[src/rtl/tensor_operand_loader_4m4n4k.sv]
// Operand loader for a 4x4x4 int4 crossbar: collects twelve row words (A, B, C),
// then presents them column-major on cin_* and holds start for HOLD_CYCLES cycles.
module tensor_operand_loader_4m4n4k #(
    parameter int unsigned HOLD_CYCLES = 16
) (
    input  logic        clk,
    input  logic        rst,
    input  logic        flush,
    input  logic        in_valid,
    output logic        in_ready,
    input  logic [1:0]  in_sel,
    input  logic [1:0]  in_row,
    input  logic [15:0] in_data,
    output logic [15:0] cin_M_0,
    output logic [15:0] cin_M_1,
    output logic [15:0] cin_M_2,
    output logic [15:0] cin_M_3,
    output logic [15:0] cin_N_0,
    output logic [15:0] cin_N_1,
    output logic [15:0] cin_N_2,
    output logic [15:0] cin_N_3,
    output logic [15:0] cin_K_0,
    output logic [15:0] cin_K_1,
    output logic [15:0] cin_K_2,
    output logic [15:0] cin_K_3,
    output logic        start,
    output logic        busy,
    output logic        tile_done,
    output logic        sel_err
);

    typedef enum logic {
        LOAD = 1'b0,
        RUN  = 1'b1
    } state_t;

    // [operand][row] for the buffer, [operand][column] for the cin registers.
    typedef logic [2:0][3:0][15:0] tile_t;

    state_t          state_q, state_d;
    tile_t           buf_q, buf_d;
    tile_t           cin_q, cin_d;
    logic [2:0][3:0] mask_q, mask_d;
    logic [7:0]      hold_q;
    logic            xfer;
    logic            row_xfer;
    logic            last_hold;
    logic            tile_full;

    assign xfer      = in_valid && (state_q == LOAD);
    assign row_xfer  = xfer && !flush && (in_sel != 2'd3);
    assign last_hold = (hold_q == 8'(HOLD_CYCLES - 1));
    assign tile_full = &mask_d;

    // Buffer and mask update; the completing row is folded in here so the
    // transpose below sees it on the same edge that enters RUN.
    always_comb begin
        // NOTE: every variable gets a default first so no path leaves it unassigned (no latch).
        buf_d  = buf_q;
        mask_d = mask_q;
        if (flush) begin
            buf_d  = '0;
            mask_d = '0;
        end else if (row_xfer) begin
            case (in_sel)
                2'd0: begin
                    buf_d[0][in_row]  = in_data;
                    mask_d[0][in_row] = 1'b1;
                end
                2'd1: begin
                    buf_d[1][in_row]  = in_data;
                    mask_d[1][in_row] = 1'b1;
                end
                2'd2: begin
                    buf_d[2][in_row]  = in_data;
                    mask_d[2][in_row] = 1'b1;
                end
                default: ;
            endcase
        end else if ((state_q == RUN) && last_hold) begin
            mask_d = '0;
        end
    end

    // Element (row i, col j) lands in nibble i of column word j; bits are moved untouched.
    always_comb begin
        cin_d = '0;
        for (int x = 0; x < 3; x++) begin
            for (int i = 0; i < 4; i++) begin
                for (int j = 0; j < 4; j++) begin
                    cin_d[x][j][(15 - 4 * i) -: 4] = buf_d[x][i][(15 - 4 * j) -: 4];
                end
            end
        end
    end

    always_ff @(posedge clk or negedge rst) begin
        // NOTE: sequential state uses non-blocking assignments so all flops update together.
        if (!rst) state_q <= LOAD;
        else      state_q <= state_d;
    end

    always_comb begin
        state_d = state_q;
        case (state_q)
            LOAD:    if (row_xfer && tile_full) state_d = RUN;
            RUN:     if (flush || last_hold)    state_d = LOAD;
            default: state_d = LOAD;
        endcase
    end

    always_comb begin
        in_ready = (state_q == LOAD);
        start    = (state_q == RUN);
        busy     = (state_q == RUN);
    end

    always_ff @(posedge clk or negedge rst) begin
        // NOTE: buffer and cin are plain flop banks, not RAM, so they can and must be reset.
        if (!rst) begin
            buf_q     <= '0;
            mask_q    <= '0;
            cin_q     <= '0;
            hold_q    <= '0;
            tile_done <= 1'b0;
            sel_err   <= 1'b0;
        end else begin
            buf_q  <= buf_d;
            mask_q <= mask_d;
            if ((state_q == LOAD) && (state_d == RUN)) cin_q <= cin_d;
            hold_q    <= ((state_q == RUN) && (state_d == RUN)) ? hold_q + 8'd1 : 8'd0;
            tile_done <= (state_q == RUN) && last_hold && !flush;
            sel_err   <= xfer && !flush && (in_sel == 2'd3);
        end
    end

    assign cin_M_0 = cin_q[0][0];
    assign cin_M_1 = cin_q[0][1];
    assign cin_M_2 = cin_q[0][2];
    assign cin_M_3 = cin_q[0][3];
    assign cin_N_0 = cin_q[1][0];
    assign cin_N_1 = cin_q[1][1];
    assign cin_N_2 = cin_q[1][2];
    assign cin_N_3 = cin_q[1][3];
    assign cin_K_0 = cin_q[2][0];
    assign cin_K_1 = cin_q[2][1];
    assign cin_K_2 = cin_q[2][2];
    assign cin_K_3 = cin_q[2][3];

endmodule

[config.mk]
export PLATFORM = sky130hd
export DESIGN_NAME = tensor_operand_loader_4m4n4k
export DESIGN_NICKNAME = d
export VERILOG_FILES = /design/src/rtl/tensor_operand_loader_4m4n4k.sv
export SDC_FILE = /design/constraint.sdc
export NUM_CORES = 1
export LEC_CHECK = 0
export BUFFER_PORTS_ARGS = -buffer_cell sky130_fd_sc_hd__buf_2
export CORE_MARGIN = 2
export CORE_UTILIZATION = 50
export CTS_CLUSTER_SIZE = 8
export DETAILED_ROUTE_END_ITERATION = 7
export GPL_TIMING_DRIVEN = 0
export HOLD_SLACK_MARGIN = 0.08
export PLACE_DENSITY = 0.71
export SLEW_MARGIN = 10
export SYNTH_ARGS = -nofsm -noshare
export SYNTH_HDL_FRONTEND = slang
export SYNTH_SLANG_ARGS = --single-unit
[constraint.sdc]
create_clock -name clk -period 8.08 [get_ports clk]
set_input_delay 1.616 -clock clk [delete_from_list [all_inputs] [get_ports clk]]
set_output_delay 1.616 -clock clk [all_outputs]
set_load 0.02 [all_outputs]
### Yosys cells after proc, flatten, opt, wreduce, memory -nomap -nowiden

Index checks and enable logic that the tools add are counted.
W data, S select, Z words.

| word-level totals | value |
|---|---|
| logic and storage cells | 79 |
| flip-flop bits (word level) | 407 |
| bits of input ports | 24 |

| operators by class | value |
|---|---|
| reduce and logical (&&, ||, !) cells | 14 |
| eq/ne operators | 5 |
| order comparisons | 2 |
| bitwise logic cells | 4 |
| multiplexer cells | 22 |
| add/sub/neg operators | 1 |

Operators with widths:

| operator | count |
|---|---|
| $mux W192 | 2 |
| $bwmux W64 | 3 |
| $mux W64 | 3 |
| $mux W12 | 3 |
| $demux W16 S2 | 1 |
| $mux W16 | 1 |
| $mux W4 | 3 |
| $or A4 B4 Y4 | 3 |
| $reduce_and A12 Y1 | 1 |
| $logic_and A1 B1 Y1 | 10 |
| $add A8 B1 Y8 const B | 1 |
| $eq A8 B4 Y1 const B | 1 |
| $mux W8 | 1 |
| $eq A2 B2 Y1 const B | 2 |
| $lt A2 B3 Y1 const B | 1 |
| $mux W1 | 3 |
| $demux W1 S2 | 1 |
| $eq A2 B1 Y1 const B | 1 |
| $ge A2 B1 Y1 const B | 1 |
| $logic_not A2 Y1 | 1 |
| $ne A2 B2 Y1 const B | 1 |
| $pmux W1 S2 | 1 |
| $logic_not A1 Y1 | 1 |
| $logic_or A1 B1 Y1 | 1 |
| $not A1 Y1 | 1 |

### Depth between registers and ports, before layout

| depth | value |
|---|---|
| depth after elaboration | 14 |
| gate-level depth with buffers | 10 |
| mapped depth without buffers | 6 |

### Worst setup path before layout

Ideal clock, no wire load.

| timing | value |
|---|---|
| kind | input to register |
| from | input flush |
| to | register cin_q, in the netlist cin_K_0[2] |
| path slack | 4.055 ns |
| arrival | 3.897 ns |
| stages | 10 |
| library setup time | 0.128 ns |
| cells stage by stage | buf_6 > or3b_4 > buf_4 > o41ai_2 > o211ai_1 > or4_1 > buf_2 > buf_6 > buf_6 > mux2_1 |

| between the ends | value |
|---|---|
| word-level cells in the longest chain between the ends | 10 |
| elaborated cells between the ends (all ways) | 14 |

RTL lines:

| what | RTL line | RTL |
|---|---|---|
| from (decl) | 8 | `input logic flush,` |
| $logic_not A1 Y1 | 51 | `assign row_xfer = xfer && !flush && (in_sel != 2'd3);` |
| $logic_and A1 B1 Y1 (2 in series) | 51 |  |
| $mux W12 | 64 | `end else if (row_xfer) begin` |
| $mux W12 | 61 | `if (flush) begin` |
| $reduce_and A12 Y1 | 53 | `assign tile_full = &mask_d;` |
| $logic_and A1 B1 Y1 | 106 | `LOAD: if (row_xfer && tile_full) state_d = RUN;` |
| $mux W1 | 106 |  |
| $pmux W1 S2 | 105 | `case (state_q)` |
| $logic_and A1 B1 Y1 | 130 | `if ((state_q == LOAD) && (state_d == RUN)) cin_q <= cin_d;` |
| to (signal assigned) | 130 |  |
| to (decl) | 42 | `tile_t cin_q, cin_d;` |

Several ways; a longest one is shown, not always the timed one.
A chain may end at the register's enable or synchronous reset.

### Worst setup path after layout

| timing | value |
|---|---|
| from | input flush |
| to | register cin_q, in the netlist cin_M_0[15] |

Same word-level chain as after synthesis.

==> results.sh <==
export IMPL_crit_type="primary input to flip-flop"
export IMPL_status="completed"
export IMPL_drive_gt1_share_pct=29.4
export IMPL_async_reset_ff_share_pct=100
export IMPL_crit_fanout=10
export IMPL_largest_reg_flops=192
export IMPL_max_freq_mhz=236
export IMPL_power_share_clock_pct=48.1
export IMPL_synth_cell_types=48
export IMPL_finalCritPeriodShare_pct=52.5
export IMPL_areaGrowthSynthToFinish_pct=19.2
export IMPL_drv_slew=0
export IMPL_post_dp_hpwl_mm=29.5
export IMPL_rows=67
export IMPL_ctsHoldBuffers=0
export IMPL_reg2reg_to="cin_M_0[15]"
export IMPL_core_um2=33300
export IMPL_cts_resized=0
export IMPL_cp_arrival_ps=4670
export IMPL_timing_slew_headroom_pct=21.8
export IMPL_place_gp_congestion=0.922
export IMPL_wirelength_mm=43.5
export IMPL_reg2reg_from="busy"
export IMPL_clock_latency_ps=560
export IMPL_switchingPower_uw=921
export IMPL_cts_root_buf="clkbuf_16"
export IMPL_crit_path_start_kind="primary input"
export IMPL_ant_nets=0
export IMPL_cp_data_required_time_ps=8510
export IMPL_portBuffers=219
export IMPL_max_flop_register="buf_q"
export IMPL_whs_endpoint="hold_q[0]"
export IMPL_synth_seq_area_share_pct=60.7
export IMPL_endpoint_kind="flip-flop"
export IMPL_design_area_um2=20000
export IMPL_intPower_uw=3320
export IMPL_synth_top_area_cell="dfrtp_1"
export IMPL_cts_tree="done"
export IMPL_fin_skew_ps=19.6
export IMPL_viasPerCell=5.31
export IMPL_ys_ff_latch=407
export IMPL_yosysMostFrequentCell="dfrtp_1"
export IMPL_rr_worst_depth=7
export IMPL_syn_area_um2=16800
export IMPL_ff2ff_setup_slack_ps=4440
export IMPL_grt_overflow_total=0
export IMPL_yosys_top_cells_area="dfrtp_1 (61%), mux2_4 (14%), nand2_1 (7.4%)"
export IMPL_p_leak_uw=0.0104
export IMPL_synth_ff_type="dfrtp_1"
export IMPL_yosys_top_cells_count="dfrtp_1 (407), nand2_1 (329), a21oi_1 (173), mux2_4 (162), clkbuf_1 (66)"
export IMPL_grtUsageTotal_pct=25.1
export IMPL_p_per_area_nw_per_um2=212
export IMPL_antenna_found_initial=1
export IMPL_die_area_um2=35000
export IMPL_ys_warn_count=0
export IMPL_layoutNonFillerInstCount=2114
export IMPL_via_count=11219
export IMPL_drc=0
export IMPL_grt_pass1_wl_mm=67.6
export IMPL_rsz0062_at_grt="no"
export IMPL_netSwitchingFraction_pct=21.7
export IMPL_synthCells=1384
export IMPL_die_h_um=187
export IMPL_drtPass1Iterations=5
export IMPL_whs_path_depth=1
export IMPL_final_nets=1689
export IMPL_avgSynthCellArea_um2=12.1
export IMPL_hold_violations=0
export IMPL_clk_pin_slew_worst_paths_ps=50
export IMPL_wl_per_cell_um=20.6
export IMPL_die_w_um=187
export IMPL_setup_viol_count_final=0
export IMPL_cts_sinks=407
export IMPL_synth_edff_count=0
export IMPL_hp_start="hold_q[0]"
export IMPL_drt_first_iter_violations=701
export IMPL_finalCriticalPeriod_ps=4240
export IMPL_tns_ps=0
export IMPL_diodes=0
export IMPL_first_global_vias=11419
export IMPL_cap_violations=0
export IMPL_htree_num_levels=2
export IMPL_p_comb_share_pct=3.5
export IMPL_clock_path_buffers=3
export IMPL_synth_top_cell_area_share_pct=60.7
export IMPL_hp_class="flip-flop to flip-flop"
export IMPL_placed_area_um2=18500
export IMPL_cts_buffers=56
export IMPL_io_pins=221
export IMPL_dp_cells=2054
export IMPL_synth_nets=1409
export IMPL_peakVddDrop_mv=0.144
export IMPL_tightest_slew_ps=1160
export IMPL_initial_utilization_pct=50.4
export IMPL_grt_max_degree=113
export IMPL_cts_setup_buffers=0
export IMPL_sequentialPowerShare_pct=48.4
## kinds of logic (layout without fill, tap and decap cells)
family          Yosys count  count (layout)  share of synthesized area (%)
fa+ha+maj                 1               1                         0.0746
buf+inv                 108             390                           3.45
xor+xnor                  6               6                          0.313
compound gates          190             190                           6.02
flops                   407             407                           60.7
mux                     224             224                           18.4
simple gates            448             448                           11.0
## power groups by stage
stage	combinational, µW	clock, µW	sequential, µW
finish	150	2040	2050
global route	166	2170	2050
CTS	153	2070	2050
detailed placement	152	0	2080
global placement	145	0	2080
floorplan	56.3	0	2080
## cell type report
class / instances / area [µm²]
fill: 2717 / 13300
timing repair buffer: 222 / 1190
clock buffer: 59 / 1460
clock inverter: 1 / 16.3
tap: 448 / 561
buffer: 102 / 557
inverter: 6 / 22.5
multi-input combinational: 869 / 6020
sequential: 407 / 10200
## critical path, cell delays in order
cell,delay [ps]
buf_6,120
nor3b_2,500
nand3_1,470
a221o_1,480
or4_1,490
buf_2,170
clkbuf_1,400
mux2_2,420
## worst max-delay path by stage
stage                             end  slack, ps  startpoint  cells past startpoint
after CTS                 cin_M_0[15]       3930       flush                      8
after floorplan            cin_K_0[2]       4060       flush                     10
final                     cin_M_0[15]       3840       flush                      8
after global routing      cin_M_0[15]       3790       flush                      8
after detailed placement  cin_N_2[15]       3370       flush                      8
after global placement     cin_N_2[7]      -2400         rst                      1
## through the flow
step                      total power (µW)  hold slack (ps)  setup slack [ps]  util (%)
after floorplan                       2140              425              4060         -
after global placement                2230              440             -2400      55.4
after detailed placement              2240              472              3370      55.7
after CTS                             4280              478              3930      60.1
after global routing                  4380              495              3790      60.1
final                                 4240              480              3840      60.1
## cells in the final DEF (no fill, tap or decap), drive strengths merged, types with 2 or more instances in the layout
cell type and instances:
and2 16, inv 6, or4 2, xor2 2, nor4b 2, nor2 57, buf 258, nor4bb 2
nor4 3, o31ai 2, clkbuf 125, a32oi 2, xnor2 4, dfrtp 407, mux2 192, and3 5
or3 3, nand2 329, mux2i 32, nand2b 6, nor2b 2, nor3 7, nand3 10, a21oi 173
## routing by layer
metal  routed length [µm]  up-vias  GRT usage [%]  part of all wire (%)
met1                19000     5663           33.9                    44
met5                   13        -              0                 0.030
met3                 2370       85           5.23                   5.5
li1                     -     5142              -                     -
met2                20800      327           40.6                    48
met4                 1360        2           8.73                   3.1
Note: power is estimated with default switching activity, not from simulation.
